`src/rtl/mem_wb_loadext.sv`:
```
// Memory-to-writeback pipeline register for the P8 MIPS core.
// It extends load data and checks load alignment, then registers the result with stall and flush control.
module mem_wb_loadext #(
   parameter logic [31:0] RESET_PC = 32'h00003000
) (
   input  logic        clk,
   input  logic        Reset,
   input  logic        Stall,
   input  logic        Flush,
   input  logic        M_Valid,
   input  logic [2:0]  M_LoadOp,
   input  logic [1:0]  M_LoadSelect,
   input  logic [31:0] M_DOUT,
   input  logic [31:0] M_ALUResult,
   input  logic        M_RegWr,
   input  logic [4:0]  M_WriteReg,
   input  logic [31:0] M_PC,
   output logic        W_Valid,
   output logic        W_RegWr,
   output logic [4:0]  W_WriteReg,
   output logic [31:0] W_WriteData,
   output logic [31:0] W_PC,
   output logic        W_AdEL,
   output logic [31:0] W_BadVAddr
);

   typedef enum logic [2:0] {
      LD_LW  = 3'b000,
      LD_LB  = 3'b001,
      LD_LBU = 3'b010,
      LD_LH  = 3'b011,
      LD_LHU = 3'b100
   } load_op_e;

   logic        valid_q, valid_d;
   logic        regwr_q, regwr_d;
   logic [4:0]  write_reg_q, write_reg_d;
   logic [31:0] write_data_q, write_data_d;
   logic [31:0] pc_q, pc_d;
   logic        adel_q, adel_d;
   logic [31:0] bad_vaddr_q, bad_vaddr_d;

   logic [7:0]  byte_lane;
   logic [15:0] half_lane;
   logic [31:0] ext_data;
   logic        misaligned;
   logic        adel;
   logic        regwr;

   // Lane extraction, extension and alignment check
   always_comb begin
      byte_lane  = '0;
      half_lane  = '0;
      ext_data   = M_ALUResult;
      misaligned = 1'b0;

      case (M_LoadSelect)
         2'b00:   byte_lane = M_DOUT[7:0];
         2'b01:   byte_lane = M_DOUT[15:8];
         2'b10:   byte_lane = M_DOUT[23:16];
         default: byte_lane = M_DOUT[31:24];
      endcase
      half_lane = M_LoadSelect[1] ? M_DOUT[31:16] : M_DOUT[15:0];

      case (load_op_e'(M_LoadOp))
         LD_LW: begin
            ext_data   = M_DOUT;
            misaligned = (M_LoadSelect != 2'b00);
         end
         LD_LB:  ext_data = {{24{byte_lane[7]}}, byte_lane};
         LD_LBU: ext_data = {24'h000000, byte_lane};
         LD_LH: begin
            ext_data   = {{16{half_lane[15]}}, half_lane};
            misaligned = M_LoadSelect[0];
         end
         LD_LHU: begin
            ext_data   = {16'h0000, half_lane};
            misaligned = M_LoadSelect[0];
         end
         default: ext_data = M_ALUResult;
      endcase

      adel  = M_Valid & misaligned;
      regwr = M_Valid & M_RegWr & ~adel & (M_WriteReg != 5'd0);
   end

   // Next-state selection; a flush beats a stall, and reset is applied in the flop block
   always_comb begin
      valid_d      = valid_q;
      regwr_d      = regwr_q;
      write_reg_d  = write_reg_q;
      write_data_d = write_data_q;
      pc_d         = pc_q;
      adel_d       = adel_q;
      bad_vaddr_d  = bad_vaddr_q;

      if (Flush) begin
         valid_d      = 1'b0;
         regwr_d      = 1'b0;
         write_reg_d  = '0;
         write_data_d = '0;
         pc_d         = RESET_PC;
         adel_d       = 1'b0;
         bad_vaddr_d  = '0;
      end else if (!Stall) begin
         valid_d      = M_Valid;
         regwr_d      = regwr;
         write_reg_d  = M_WriteReg;
         write_data_d = adel ? '0 : ext_data;
         pc_d         = M_PC;
         adel_d       = adel;
         bad_vaddr_d  = adel ? M_ALUResult : '0;
      end
   end

   always_ff @(posedge clk) begin
      if (!Reset) begin
         valid_q      <= 1'b0;
         regwr_q      <= 1'b0;
         write_reg_q  <= '0;
         write_data_q <= '0;
         pc_q         <= RESET_PC;
         adel_q       <= 1'b0;
         bad_vaddr_q  <= '0;
      end else begin
         valid_q      <= valid_d;
         regwr_q      <= regwr_d;
         write_reg_q  <= write_reg_d;
         write_data_q <= write_data_d;
         pc_q         <= pc_d;
         adel_q       <= adel_d;
         bad_vaddr_q  <= bad_vaddr_d;
      end
   end

   assign W_Valid     = valid_q;
   assign W_RegWr     = regwr_q;
   assign W_WriteReg  = write_reg_q;
   assign W_WriteData = write_data_q;
   assign W_PC        = pc_q;
   assign W_AdEL      = adel_q;
   assign W_BadVAddr  = bad_vaddr_q;

endmodule

```
`config.mk`:
```
export PLATFORM = sky130hd
export DESIGN_NAME = mem_wb_loadext
export DESIGN_NICKNAME = d
export VERILOG_FILES = /design/src/rtl/mem_wb_loadext.sv
export SDC_FILE = /design/constraint.sdc
export NUM_CORES = 1
export LEC_CHECK = 0
export ABC_AREA = 1
export CORE_MARGIN = 2
export CORE_UTILIZATION = 33
export CTS_CLUSTER_SIZE = 40
export DETAILED_ROUTE_END_ITERATION = 10
export SYNTH_ARGS = -nofsm -noshare
export SYNTH_HDL_FRONTEND = slang
export SYNTH_SLANG_ARGS = --single-unit
```
`constraint.sdc`:
```
create_clock -name clk -period 3.75 [get_ports clk]
set_input_delay 1.125 -clock clk [delete_from_list [all_inputs] [get_ports clk]]
set_output_delay 1.125 -clock clk [all_outputs]
set_load 0.1 [all_outputs]
```
### Word level (Yosys, flattened, before mapping)

Cells that the tools add are included.

* equal/unequal tests: 6
* multiplexer cells: 6
* bitwise gates (word level): 6
* reductions and logical operators: 6

Operators with widths (number)
* $pmux W32 S5: 1
* $mux W32: 2
* $pmux W8 S3: 1
* $mux W16: 1
* $eq A3 B2 Y1 const B: 2
* $reduce_bool A5 Y1: 1
* $and A1 B1 Y1: 4
* $reduce_or A2 Y1: 2
* $eq A3 B1 Y1 const B: 1
* $eq A3 B3 Y1 const B: 1
* $logic_not A3 Y1: 1
* $eq A2 B1 Y1 const B: 1
* $eq A2 B2 Y1 const B: 1
* $logic_not A2 Y1: 1
* $not A1 Y1: 2
* $pmux W1 S2: 1
* $reduce_bool A2 Y1: 1

* register bits: 104
* bits of input ports: 112
* output and inout bits: 104
* logic and storage cells: 31

### Longest topological paths before layout

Gate-level depths: netlist (run 1).

* word-level depth: 7
* depth in mapped cells: 11
* mapped depth without buffers: 10

### Worst setup path after synthesis (run 1)

Ideal clock, no wire load.

* path type: input-to-reg
* from: input M_LoadSelect[0]
* to: register write_data_q[10] (netlist: W_WriteData[10])
* library setup time: 70 ps
* arrival time: 2146 ps
* required time: 3680 ps
* setup slack: 1534 ps
* stages: 9
* buffers on the path: 2
* path through: buf_2 > nor2_4 > nand2_1 > nand2_1 > nand3_2 > buf_2 > nand3_1 > nand3_1 > a21oi_1

* longest elaborated chain between the ends: 4

Ends and longest elaborated chain
* from (decl): RTL line 12 `input logic [1:0] M_LoadSelect,`
* $eq A2 B2 Y1 (tied with other cells): RTL line 57 `case (M_LoadSelect)`
* $pmux W8 S3 or $pmux W1 S2 (tied branches): RTL line 57, 65
* $pmux W32 S5 or $and A1 B1 Y1 (tied branches): RTL line 65, 83
* $mux W32 (*): RTL line 109 `write_data_d = adel ? '0 : ext_data;`
* to (signal assigned): RTL line 129 `write_data_q <= write_data_d;`
* to (decl): RTL line 38 `logic [31:0] write_data_q, write_data_d;`

Every way passes the cells marked *; elsewhere a longest branch is shown, timed or not.
A chain may end at the register's enable or synchronous reset.

### Worst setup path after layout (run 1)

* from: input M_LoadOp[1]
* to: register bad_vaddr_q[8] (netlist: W_BadVAddr[8])

* longest elaborated chain between the ends: 5

Ends and longest elaborated chain
* from (decl): RTL line 11 `input logic [2:0] M_LoadOp,`
* $eq A3 B3 Y1 or $eq A3 B2 Y1 (tied branches): RTL line 65 `case (load_op_e'(M_LoadOp))`
* $reduce_or A2 Y1 (no line)
* $pmux W1 S2 (*): RTL line 65
* $and A1 B1 Y1 (*): RTL line 83 `adel = M_Valid & misaligned;`
* $mux W32 (*): RTL line 112 `bad_vaddr_d = adel ? M_ALUResult : '0;`
* to (signal assigned): RTL line 132 `bad_vaddr_q <= bad_vaddr_d;`
* to (decl): RTL line 41 `logic [31:0] bad_vaddr_q, bad_vaddr_d;`

Marked as above.

==> results of run 1 <==
## stage by stage
| step | hold WS [ns] | worst slack, ns | utilization | instances | cell area (sq um) |
|---|---|---|---|---|---|
| global placement | 0.4537 | 0.4496 | 0.4660 | 1119 | 7032 |
| detailed placement | 0.4562 | 0.4056 | 0.4660 | 1119 | 7032 |
| finish | 0.4649 | 0.7709 | 0.4863 | 1135 | 7338 |
| floorplan | 0.8879 | 1.534 | - | 754 | 5057 |
| CTS | 0.4676 | 0.7776 | 0.4863 | 1135 | 7338 |
| global route | 0.4824 | 0.5499 | 0.4863 | 1135 | 7338 |
## cells by family (layout without fill, tap and decap cells)
logic type / count (synthesis) / after routing
AOI/OAI and AO/OA: 134 / 134
buffers and inverters: 97 / 290
DFF: 104 / 104
and+or+nand+nor: 419 / 419
## state kept, by name, indices dropped and copies added, names as in the netlist
register,flops
W_AdEL,1
W_BadVAddr,32
W_PC,32
W_RegWr,1
W_Valid,1
W_WriteData,32
W_WriteReg,5
## routing by layer
layer,routed length (um),up-vias
met3,1044,21
met1,8079,2446
met2,8144,160
met5,0,-
li1,-,2791
met4,326,0
## cell type report
| type | instances | share of cell area |
|---|---|---|
| Timing Repair Buffer | 224 | 0.2684 |
| Multi-Input combinational cell | 553 | 0.3483 |
| Clock inverter | 5 | 0.008696 |
| Sequential cell | 104 | 0.2837 |
| Clock buffer | 11 | 0.03308 |
| Tap cell | 188 | 0.03205 |
| Inverter | 50 | 0.02575 |
## worst register-to-register path, delay by kind of cell, from the launching register on
kind               cells  cell delay [ns]
DFF                    1             0.36
AOI/OAI and AO/OA      1             0.16
and+or+nand+nor        1             0.08
## layout by cell type (no fill, tap or decap), drive strengths merged
cell,Yosys,final
o21ai,21,21
clkbuf,21,11
nand4,9,9
dfxtp,104,104
nand2,258,258
buf,26,114
inv,50,51
clkdlybuf4s50,0,110
bufinv,0,1
clkinv,0,3
a21oi,111,111
or2,23,23
nor3,1,1
nand3,67,67
nor2,61,61
o211ai,2,2
## worst min-delay path by stage
stage	end	slack, ns
after floorplan	W_WriteData[11]	0.89
after global placement	W_BadVAddr[25]	0.45
after detailed placement	W_WriteData[23]	0.46
after CTS	W_WriteData[23]	0.47
after global routing	W_WriteData[21]	0.48
final	W_PC[1]	0.46
## power by group
| group | internal (mW) | switching [mW] |
|---|---|---|
| logic | 0.221 | 0.448 |
| clock network | 0.544 | 0.436 |
| registers | 1.13 | 0.0147 |
| total | 1.90 | 0.899 |
==> metrics.cfg, run 1 <==
[synthesis]
synth-simple-area-share=0.3607
synth_top_area_share=0.4117
synth_most_common_cell=nand2_1
synth_edf_count=0
synth_xor_area_frac=0
synth-seq-cells=104
yosysUniqueCellTypes=28
yosysSeqAreaShare=0.4117
synth-compound-area-share=0.1440
async_flop_share=0
yosys_warnings=0
synth_area_leaders=dfxtp_1 41%, nand2_1 18%, a21oi_1 9.9%
syn_inst=754
synth_top_area_cell=dfxtp_1
synth_nets=866
synth_commonest_cells=245 x nand2_1, 104 x dfxtp_1, 100 x a21oi_1, 66 x nand3_1, 57 x nor2_1
syn_area_sq_mm=0.005057
synth_top_family_by_area=simple AND/OR/NAND/NOR gates
syn_avg_cell_area_sq_um=6.707
yosys_most_used_dff=dfxtp_1
synthAdderAreaFrac=0
synthMuxAreaShare=0

[floorplanning]
row_count=45
chipWidth_um=127.8
die_y_um=127.8
ios=216
core-area_sq_mm=0.01509
start_util=0.3352
die_area_sq_mm=0.01633

[cells_and_area]
multi_input_area_sq_mm=0.002556
layout-drive-gt1-share=0.1975
num-fill-cells=1579
area_delta_synth_final_pct=45.10
nets=1054
register_area_sq_mm=0.002082
diodes=0

[route]
finalWirelength_um=17590
dr.pass1.iters=4
drt_first_iter_violations=337
drc=0
antenna_left=0
viasPerCell=4.774
dr_total_vias=5418
routedWlPerCell_um=15.50

[global_routing]
grt_use_met1=0.2799
grt_usage=0.2126
grt_pass1_wl_um=27420
top_usage_layer=met2
antenna_found_initial=0
gr-usage-met3=0.05175
grt_max_degree=85
met2_usage=0.3466
grt_pass1_vias=5091
overflow=0

[sta]
tns_ns=0
fin_crit_sh=0.7944
finalClockSkew_ns=0
finalSetupViolations=0
slew_headroom=0.5663
fin_crit_ns=2.979
finalMaxSlewViolations=0
fmax_ghz=0.3357
worst_pin_slew_ns=0.6506
hold_viol=0
rsz0062_at_grt=no

[setup_path]
critical_path_required_ns=4.03
path_class=primary input to register
cp_slowest_cell=clkdlybuf4s50_1
crit_top_cell=nand2_2
cp-end-kind=register
path_delay_family=simple AND/OR/NAND/NOR gates
cp.depth=8
cp_num_buf_inv=1
r2r_cells=2
cp.arrival_ns=3.26
worst_path_largest_cell_delay_ns=0.55
critPathLaunchType=primary input
r2r_end=W_BadVAddr[14]
worstPathCellList=clkdlybuf4s50_1 -> nor2_1 -> nand2_2 -> nand2_2 -> nand2_4 -> nor2_8 -> nand2_1 -> a21oi_1
worstPathMaxFanout=32
crit_start=M_LoadOp[1]
r2r_slack_ns=3.09
crit_path_end=W_BadVAddr[8]
r2r_start=W_BadVAddr[14]

[clock_network]
clkSinkCount=104
cts_tree=built
cts_root_buf=clkbuf_16
cts_hold_buf=0
post_cts_resized=0
clk_path_buf_depth=2
cts_max_level=3
clk_pin_slew_ns=0.07
numCtsBuffers=9
post_cts_buffers=0
clk-insertion-delay-late_ns=0.35

[power_and_ir_drop]
power_mw=2.796
peakVddDrop_mv=0.2096
leakage_nw=3.164
p_per_area_mw_per_mm2=381.0

[flow_run]
maxCapViolations=0

[place]
port_buffers=215
gp_congestion=0.8838
place_hpwl_um=12710

[status]
status=completed

[worst_hold_path]
hold_depth=2
min-delay-start=W_PC[1]
holdCritPathClass=register to register

Power figures use the tool's default switching activity.
==> run 2: changes to the inputs <==
PLACE_DENSITY = 0.67   (was unset)
clock period = 2.5 ns   (was 3.75 ns; I/O delays follow)
==> metrics.cfg, run 2 (synthesis gave the netlist of run 1 again) <==
[place]
place_hpwl_um=13380
pre_cts_ws_ns=0.03072
port_buffers=215
gp_congestion=0.9057

[setup_path]
r2r_start=W_WriteData[15]
worst_path_largest_cell_delay_ns=0.53
r2r_end=W_WriteData[15]
cp.arrival_ns=2.36
r2r_cells=4
path_delay_family=buffers and inverters
path_class=primary input to register
worstPathCellList=clkdlybuf4s50_1 -> o21ai_2 -> nand3_1 -> nand2_2 -> nand2_4 -> nor2_8 -> buf_12 -> nand2_1 -> a21oi_1
crit_start=M_LoadOp[1]
critical_path_required_ns=2.78
worstPathMaxFanout=18
critPathLaunchType=primary input
cp_slowest_cell=clkdlybuf4s50_1
cp-end-kind=register
cp_num_buf_inv=2
r2r_slack_ns=1.82

[global_routing]
grt_pass1_vias=5259
grt_max_degree=83
grt_usage=0.2166
overflow=0
antenna_found_initial=0
grt_pass1_wl_um=27960

[clock_network]
clkSinkCount=104
cts_tree=built
clk_path_buf_depth=2
cts_max_level=3
cts_hold_buf=0
post_cts_resized=0
clk_pin_slew_ns=0.07
numCtsBuffers=9
post_cts_buffers=0
cts_root_buf=clkbuf_16
clk-insertion-delay-late_ns=0.35

[route]
dr_total_vias=5586
drt_first_iter_violations=440
finalWirelength_um=17700
routedWlPerCell_um=15.27
viasPerCell=4.820
dr.pass1.iters=5
antenna_left=0
drc=0

[floorplanning]
die_area_sq_mm=0.01633
die_y_um=127.8
chipWidth_um=127.8
ios=216
row_count=45
core-area_sq_mm=0.01509
start_util=0.3352

[sta]
hold_viol=0
fin_crit_ns=2.085
tns_ns=0
finalMaxSlewViolations=0
finalClockSkew_ns=0
worst_pin_slew_ns=0.4642
postLayoutSetupSlackWorst_ns=0.4150
fmax_ghz=0.4796
timing.hold.ws_ns=0.4658
fin_crit_sh=0.8340
slew_headroom=0.6905
rsz0062_at_grt=no
finalSetupViolations=0

[worst_hold_path]
min-delay-start=W_WriteData[19]
holdCritPathClass=register to register
hold_depth=2
min_to=W_WriteData[19]

[status]
status=completed

[flow_run]
maxCapViolations=0

[power_and_ir_drop]
power_mw=4.134
peakVddDrop_mv=0.3165
leakage_nw=3.304
p_per_area_mw_per_mm2=542.4

[cells_and_area]
layout-drive-gt1-share=0.2173
mostFrequentLayoutCell=nand2_1
area_delta_synth_final_pct=50.69
diodes=0
final_cell_mix=245 x nand2_1, 127 x buf_4, 110 x clkdlybuf4s50_1
nets=1078

## run 2: cell types whose count changed in the layout (fill, tap and decap cells not counted), sizes merged
cell      before  now
clkinvlp       0    1
inv           51   50
bufinv         1    0
buf          114  138
clkinv         3    4
## run 2: worst reg2reg max path: stages (launching register included)
cell and delay [ns]:
dfxtp_1 0.32, nand2_1 0.06, inv_1 0.04, nor2_1 0.09, nor2_1 0.05
## run 2: where the power goes
part / switching (mW) / internal, mW
Combinational: 0.675 / 0.377
Clock: 0.648 / 0.713
Sequential: 0.0233 / 1.70
Total: 1.35 / 2.79
## run 2: metrics by stage
stage / util / std cells / instance area, sq um
2_1_floorplan: - / 754 / 5057
3_3_place_gp: 0.4862 / 1143 / 7337
3_5_place_dp: 0.4862 / 1143 / 7337
4_1_cts: 0.5051 / 1159 / 7621
5_1_grt: 0.5051 / 1159 / 7621
6_report: 0.5051 / 1159 / 7621
## run 2: worst max-delay path by stage
stage,to,depth (start not counted)
floorplan,W_WriteData[10],9
global placement,W_WriteData[18],9
detailed placement,W_BadVAddr[31],9
CTS,W_BadVAddr[31],9
global route,W_BadVAddr[23],9
finish,W_BadVAddr[31],9
## run 2: area by class of cell
type,instances,area (sq um)
Fill cell,1542,7468
Inverter,50,188.9
Clock inverter,5,41.29
Tap cell,188,235.2
Clock buffer,11,242.7
Multi-Input combinational cell,553,2556
Sequential cell,104,2082
Timing Repair Buffer,248,2275
## run 2: layer usage
| layer | vias up | track usage | part of all wire |
|---|---|---|---|
| met3 | 23 | 0.05760 | 0.065 |
| met1 | 2557 | 0.2797 | 0.43 |
| met5 | - | 0 | 0 |
| li1 | 2830 | - | - |
| met2 | 176 | 0.3580 | 0.48 |
| met4 | 0 | 0.05947 | 0.023 |
==> run 3: changes to the inputs <==
PLACE_DENSITY = unset   (was 0.67)
clock period = 2.15 ns   (was 2.5 ns; I/O delays follow)
==> metrics.cfg, run 3 (synthesis gave the netlist of run 1 again) <==
[status]
status=completed

[route]
routedWlPerCell_um=15.24
dr.pass1.iters=5
antenna_left=0
drt_first_iter_violations=388
viasPerCell=4.791
drc=0
finalWirelength_um=17930
dr_total_vias=5639

[clock_network]
clk_pin_slew_ns=0.07
numCtsBuffers=9
clk-insertion-delay-late_ns=0.34
cts_tree=built
cts_root_buf=clkbuf_16
clkSinkCount=104
clk_path_buf_depth=2
cts_max_level=3

[floorplanning]
chipWidth_um=127.8
row_count=45
die_area_sq_mm=0.01633
core-area_sq_mm=0.01509
ios=216
start_util=0.3352
die_y_um=127.8

[power_and_ir_drop]
peakVddDrop_mv=0.3497
p_per_area_mw_per_mm2=599.7
leakage_nw=3.512

[global_routing]
grt_usage=0.2159
grt_pass1_wl_um=27790
grt_max_degree=63
antenna_found_initial=0
grt_pass1_vias=5309
overflow=0

[sta]
worst_pin_slew_ns=0.3605
fmax_ghz=0.4852
fin_crit_ns=2.061
finalSetupViolations=0
finalMaxSlewViolations=0
fin_crit_sh=0.9586
finalClockSkew_ns=0
slew_headroom=0.7591
rsz0062_at_grt=yes
hold_viol=0
timing.hold.ws_ns=0.4637

[place]
place_hpwl_um=13570
port_buffers=215
gp_congestion=0.9288
place_area_sq_mm=0.008020

[setup_path]
r2r_slack_ns=1.46
critical_path_required_ns=2.38
cp.depth=9
path_delay_family=buffers and inverters
cp-end-kind=register
cp_num_buf_inv=4
path_class=primary input to register
worstPathCellList=clkdlybuf4s50_1 -> buf_4 -> o21ai_2 -> buf_4 -> clkinvlp_2 -> nand2_1 -> nand3_1 -> nand3_1 -> a21oi_1
cp_slowest_cell=clkdlybuf4s50_1
crit_start=M_LoadOp[1]
r2r_start=W_WriteData[15]
r2r_end=W_WriteData[15]
cp.arrival_ns=2.29
crit_path_end=W_WriteData[14]
r2r_cells=4
worst_path_largest_cell_delay_ns=0.47
critPathLaunchType=primary input
worstPathMaxFanout=7

[cells_and_area]
final_cell_mix=245 x nand2_1, 110 x clkdlybuf4s50_1, 104 x dfxtp_1
register_area_sq_mm=0.002082
layout-drive-gt1-share=0.2326
nets=1096
area_delta_synth_final_pct=65.04
mostFrequentLayoutCell=nand2_1
postLayoutCellArea_sq_mm=0.008347
multi_input_area_sq_mm=0.002561
diodes=0
num-fill-cells=1474

[worst_hold_path]
holdCritPathClass=register to register

[flow_run]
maxCapViolations=0

-- run 3: changes by cell type in the layout (fill, tap and decap cells not counted) --
| cell | delta |
|---|---|
| bufinv_16 | +1 |
| clkinv_4 | -2 |
| buf_12 | +45 |
| clkinvlp_4 | +2 |
| inv_6 | +2 |
| inv_1 | -1 |
| buf_4 | -28 |
| clkinvlp_2 | +1 |
| inv_8 | -1 |
| clkinv_2 | -1 |
| nor2_2 | -1 |
| nor2_4 | +1 |
-- run 3: tightest hold or removal path, delay by kind of cell, from the launching register on --
kind	cells	cell delay [ns]
compound gates	1	0.05
simple gates	1	0.06
flops	1	0.31
-- run 3: cell type report --
type / count / share of cell area
clock buffer: 11 / 0.02908
clock inverter: 5 / 0.007495
multi-input combinational: 553 / 0.3069
timing repair buffer: 265 / 0.3553
sequential: 104 / 0.2494
timing repair inverter: 1 / 0.0005996
inverter: 50 / 0.02309
tap: 188 / 0.02818
-- run 3: metal layers --
metal	vias to the layer above	part of all wire	track usage
met5	-	0	0
met3	28	0.067	0.05426
met1	2557	0.43	0.2731
li1	2869	-	-
met2	185	0.48	0.3608
met4	0	0.024	0.07046
-- run 3: what timing repair did --
action	CTS	global route
gates resized for setup	0	2
buffers inserted	0	1
endpoints found under the setup margin	0	13
hold buffers	0	0
-- run 3: power breakdown --
group | internal [mW] | leakage [nW] | switching [mW] | total [mW]
clock | 0.944 | 0.143 | 0.749 | 1.69
sequential | 1.97 | 0.844 | 0.0369 | 2.01
combinational | 0.503 | 2.52 | 0.797 | 1.30
total | 3.42 | 3.51 | 1.58 | 5.01
-- run 3: worst min-delay path by stage --
| stage | startpoint | end | cells past startpoint |
|---|---|---|---|
| 2_1_floorplan | M_PC[12] | W_PC[12] | 2 |
| 3_3_place_gp | W_PC[0] | W_PC[0] | 2 |
| 3_5_place_dp | W_BadVAddr[21] | W_BadVAddr[21] | 2 |
| 4_1_cts | W_BadVAddr[21] | W_BadVAddr[21] | 2 |
| 5_1_grt | W_PC[2] | W_PC[2] | 2 |
| 6_report | W_PC[29] | W_PC[29] | 2 |
-- run 3: through the flow --
stage	TNS, ns	setup WS (ns)	util	instances	power (mW)
CTS	0	0.1146	0.5517	1175	5.059
detailed placement	-13.26	-0.2547	0.5315	1159	3.353
global route	-0.1060	-0.02671	0.5532	1177	5.219
floorplan	0	0.4138	-	754	2.777
global placement	-11.31	-0.2029	0.5315	1159	3.352
finish	0	0.08903	0.5532	1177	5.005
